$ cat config.mk
export PLATFORM = sky130hd
export DESIGN_NAME = if_fetch_pc
export DESIGN_NICKNAME = d
export VERILOG_FILES = /design/src/rtl/if_fetch_pc.sv
export SDC_FILE = /design/constraint.sdc
export NUM_CORES = 1
export LEC_CHECK = 0
export BUFFER_PORTS_ARGS = -buffer_cell sky130_fd_sc_hd__buf_2
export CAP_MARGIN = 20
export CORE_MARGIN = 2
export CORE_UTILIZATION = 30
export CTS_BUF_LIST = sky130_fd_sc_hd__clkbuf_16
export CTS_CLUSTER_DIAMETER = 150
export CTS_CLUSTER_SIZE = 40
export DETAILED_ROUTE_END_ITERATION = 10
export SYNTH_ARGS = -nofsm -noshare
export SYNTH_HDL_FRONTEND = slang
export SYNTH_SLANG_ARGS = --single-unit
export TNS_END_PERCENT = 10
$ cat constraint.sdc
create_clock -name clk -period 1.95 [get_ports clk]
set_input_delay 0.0975 -clock clk [delete_from_list [all_inputs] [get_ports clk]]
set_output_delay 0.0975 -clock clk [all_outputs]
set_load 0.02 [all_outputs]
$ cat src/rtl/if_fetch_pc.sv
// Fetch-stage PC and IF/ID pipeline register with stall handling and ID-resolved redirects.
// Optional macro BRANCH_DELAY_SLOT_EN keeps the slot instruction on a redirect; otherwise a bubble is loaded.
module if_fetch_pc #(
  parameter logic [31:0] RESET_PC = 32'h0000_0000,
  parameter int unsigned N        = 31
) (
  input  logic        clk,
  input  logic        rst,
  input  logic        stall_F,
  input  logic        redirect_D,
  input  logic [31:0] target_D,
  input  logic [N:0]  Instruction_F,
  output logic [N:0]  I_addr,
  output logic [31:0] Instr_D,
  output logic [31:0] PC_D,
  output logic [31:0] PC4_D,
  output logic        valid_D,
  output logic        misalign_D
);

  localparam logic ST_RUN  = 1'b0;
  localparam logic ST_PEND = 1'b1;

  logic        state_q, state_d;
  logic [31:0] pc_q, pc_d;
  logic [31:0] pend_tgt_q, pend_tgt_d;
  logic        pend_mis_q, pend_mis_d;
  logic        mis_q, mis_d;
  logic [31:0] instr_q, instr_d;
  logic [31:0] pcd_q, pcd_d;
  logic [31:0] pc4_q, pc4_d;
  logic        valid_q, valid_d;
  logic        misd_q, misd_d;

  logic        take;
  logic [31:0] tgt_aligned;
  logic        tgt_mis;
  logic [31:0] pc_plus4;

  assign pc_plus4 = pc_q + 32'd4;

  always_comb begin
    state_d    = state_q;
    pc_d       = pc_q;
    pend_tgt_d = pend_tgt_q;
    pend_mis_d = pend_mis_q;
    mis_d      = mis_q;
    instr_d    = instr_q;
    pcd_d      = pcd_q;
    pc4_d      = pc4_q;
    valid_d    = valid_q;
    misd_d     = misd_q;
    take       = (state_q == ST_PEND) || redirect_D;
    // A pending redirect takes precedence over a fresh pulse on the release edge.
    tgt_aligned = (state_q == ST_PEND) ? pend_tgt_q : {target_D[31:2], 2'b00};
    tgt_mis     = (state_q == ST_PEND) ? pend_mis_q : (|target_D[1:0]);

    if (stall_F) begin
      if (redirect_D) begin
        pend_tgt_d = {target_D[31:2], 2'b00};
        pend_mis_d = |target_D[1:0];
        state_d    = ST_PEND;
      end
    end else begin
      pcd_d = pc_q;
      pc4_d = pc_plus4;
      if (take) begin
        pc_d    = tgt_aligned;
        mis_d   = tgt_mis;
        state_d = ST_RUN;
`ifdef BRANCH_DELAY_SLOT_EN
        instr_d = 32'(Instruction_F);
        valid_d = 1'b1;
        misd_d  = mis_q;
`else
        instr_d = '0;
        valid_d = 1'b0;
        misd_d  = 1'b0;
`endif
      end else begin
        pc_d    = pc_plus4;
        instr_d = 32'(Instruction_F);
        valid_d = 1'b1;
        misd_d  = mis_q;
        mis_d   = 1'b0;
      end
    end
  end

  always_ff @(posedge clk) begin
    if (rst) begin
      state_q    <= ST_RUN;
      pc_q       <= RESET_PC;
      pend_tgt_q <= '0;
      pend_mis_q <= 1'b0;
      mis_q      <= 1'b0;
      instr_q    <= '0;
      pcd_q      <= '0;
      pc4_q      <= '0;
      valid_q    <= 1'b0;
      misd_q     <= 1'b0;
    end else begin
      state_q    <= state_d;
      pc_q       <= pc_d;
      pend_tgt_q <= pend_tgt_d;
      pend_mis_q <= pend_mis_d;
      mis_q      <= mis_d;
      instr_q    <= instr_d;
      pcd_q      <= pcd_d;
      pc4_q      <= pc4_d;
      valid_q    <= valid_d;
      misd_q     <= misd_d;
    end
  end

  assign I_addr     = pc_q[N:0];
  assign Instr_D    = instr_q;
  assign PC_D       = pcd_q;
  assign PC4_D      = pc4_q;
  assign valid_D    = valid_q;
  assign misalign_D = misd_q;

endmodule

==> impl_metrics.toml <==
[drt]
drt.antenna.violating_nets = 0
vias = 6803
routed_wl_mm = 22.4
wl_per_cell_um = 16.2
vias_per_cell = 4.94
drc = 0
first_iter_violations = 494
drtPass1Iterations = 7

[floorplan]
core_mm2 = 0.0226
start_util = 0.306
rows = 55
ioPinCount = 198
dieArea_mm2 = 0.0244
die_x_um = 156
fp.dieH_um = 156

[global_routing]
grt_pass1_wl_mm = 34.7
met1_usage = 0.246
grt-ovfl-total = 0
grt_pass1_vias = 6338
grt_busiest_layer = "met2"
grt_max_degree = 90
met3_usage = 0.0400
grt_usage = 0.181
antenna_found_initial = 1
met2_usage = 0.274

[synth]
yosysSeqAreaShare = 0.453
yosys_warnings = 0
syn_avg_cell_area_um2 = 8.38
netlist_area_mm2 = 0.00694
yosysUniqueCellTypes = 59
ys_ff_latch = 157
synthArstFlopShare = 0
yosys_most_used_dff = "dfxtp_1"
syn_inst = 828
synth_edf_count = 0

[job]
max-cap-violations = 0

[final_layout]
stdcell_area_mm2 = 0.00963
post_route_cells_drive_above_1_share = 0.278
final_util = 0.425
final_common_cell = "buf_2"
fin_nets = 1148
area_delta_synth_final_pct = 38.8
final_cell_mix = "189 x buf_2, 154 x dfxtp_1, 141 x nand2_1"

[clock_network]
htree_levels = 4
cts_tree = "yes"
cts_root_buffer = "clkbuf_16"
clk_path_buf_depth = 2
cts.sinks = 157
clock_latency_ns = 0.43
cts_buffers = 17
path_clk_slew_ns = 0.07

[worst_setup_path]
path_class = "reg -> reg"
cp.arrival_ns = 2.23
crit_fanout = 7
critPathLaunchType = "flop"
end_kind = "flop"
required_ns = 2.29

[sta]
rsz0062_at_grt = "true"
relSlewSlack = 0.615
slew_violations = 0
min_period_ns = 1.89
worst_pin_slew_ns = 0.571
post-route-period-util = 0.970
finalClockSkew_ns = 0.0137
setup_violations = 0
final_hold_viol_count = 0
max_freq_ghz = 0.529

[pwr]
comb_power_share = 0.135
ir_worst_vdd_v = 0.000509
power_frac_seq = 0.440
pwr-share-clk = 0.425
power.density_mw_per_mm2 = 808
netSwitchingFraction = 0.293
switching_power_mw = 2.28
p_int_mw = 5.50
p_leak_nw = 4.17

[outcome]
status = "completed"

[placement]
dpl.hpwl_mm = 15.6
placed_area_mm2 = 0.00836
port_buffers = 191
place_congestion = 0.916

[worst_hold_path]
hold_class = "in -> reg"
synth_stat cells, types with 2 or more instances:
library cell	instances	area, um^2
o31a_1	2	17.5
a221oi_1	4	35.0
nor3_1	9	45.0
o32a_1	4	40.0
and3_1	2	12.5
nand2_1	141	529
a31oi_1	6	37.5
or3_1	3	18.8
inv_1	4	15.0
nand3b_1	16	120
and2_2	2	15.0
clkbuf_4	5	37.5
nand4_1	15	93.8
nor4_1	6	37.5
nor4_2	5	62.6
nor2_1	79	297
buf_1	11	41.3
buf_4	9	67.6
o22ai_1	3	18.8
mux2i_1	35	350
xor2_1	10	87.6
xnor2_1	14	123
a311oi_1	2	17.5
nand3_1	15	75.1
clkbuf_1	43	161
o211ai_1	2	15.0
nand4_2	2	25.0
a22oi_1	3	22.5
dfxtp_1	157	3140
a21oi_1	96	480
buf_6	5	56.3
and2_1	2	12.5
or4_1	2	15.0
a22o_1	33	289
o21ai_0	32	160
a211oi_1	13	97.6
and4_2	3	30.0
buf_2	11	55.1
clkbuf_2	2	10.0
worst paths after layout:
path	slack, ns	startpoint	to	depth (start not counted)
max	0.06	I_addr[9]$_SDFFE_PP0N_	PC4_D[22]$_SDFFE_PP0N_	4
min	0.06	rst	I_addr[30]$_SDFFE_PP0N_	2
max reg2reg	0.06	I_addr[9]$_SDFFE_PP0N_	PC4_D[22]$_SDFFE_PP0N_	4
min reg2reg	0.45	valid_D$_SDFFE_PP0N_	valid_D$_SDFFE_PP0N_	2
area by class of cell:
cell class / instances / area (um^2)
fill: 2255 / 13000
sequential: 157 / 3150
inverter: 5 / 18.8
antenna: 1 / 2.50
clock inverter: 15 / 169
multi-input combinational: 584 / 3380
tap: 285 / 357
timing repair buffer: 314 / 2120
clock buffer: 17 / 425
routing by layer:
metal  vias up  share of wire
met5         -              0
met4         0          0.031
met3        44          0.050
met2       190           0.45
met1      3184           0.47
li1       3385              -
state kept, by name (all words and copies together), names as in the netlist:
signal / count
PC4_D: 30
I_addr: 30
pend_tgt_q: 30
valid_D: 1
Instr_D: 32
misalign_D: 1
PC_D: 30
pend_mis_q: 1
mis_q: 1
state_q: 1
per-stage QoR:
stage,std cells,hold slack [ns],power [mW],setup slack (ns),setup TNS [ns]
global route,1378,0.0619,8.09,-0.00361,-0.00361
detailed placement,1280,0.311,4.44,0.0366,0
CTS,1376,0.0396,7.86,0.0158,0
floorplan,833,0.223,4.08,-0.0246,-0.0246
finish,1378,0.0609,7.78,0.0593,0
global placement,1280,0.306,4.43,0.0880,0
critical path, cell delays in order (launching register included):
cell and delay (ns):
dfxtp_1 0.41, nand3_1 0.30, or2_1 0.40, or4_1 0.45
a311oi_1 0.24
power by group through the flow:
stage                     registers (mW)  logic [mW]  clock network [mW]
after floorplan                     3.61       0.467                   0
after global placement              3.49       0.938                   0
after detailed placement            3.50       0.944                   0
after CTS                           3.42        1.05                3.39
after global routing                3.44        1.14                3.51
final                               3.42        1.05                3.31
cells by family (layout without fill, tap and decap cells):
| kind of cell | count (synthesis) | in the layout | synth area share |
|---|---|---|---|
| compound gates | 210 | 210 | 0.190 |
| xor+xnor | 24 | 24 | 0.0303 |
| flops | 157 | 157 | 0.453 |
| mux | 35 | 35 | 0.0505 |
| other cells | 1 | 7 | 0.000541 |
| buf+inv | 92 | 351 | 0.0658 |
| simple gates | 308 | 308 | 0.207 |
| fa+ha+maj | 1 | 1 | 0.00180 |
repair_timing:
item / in CTS / in global routing
endpoints found under the hold margin: 63 / 0
hold buffers: 64 / 0
setup buffers: 0 / 1
setup endpoints to repair: 0 / 12
gates resized for setup: 0 / 3
Power figures use the tool's default switching activity.
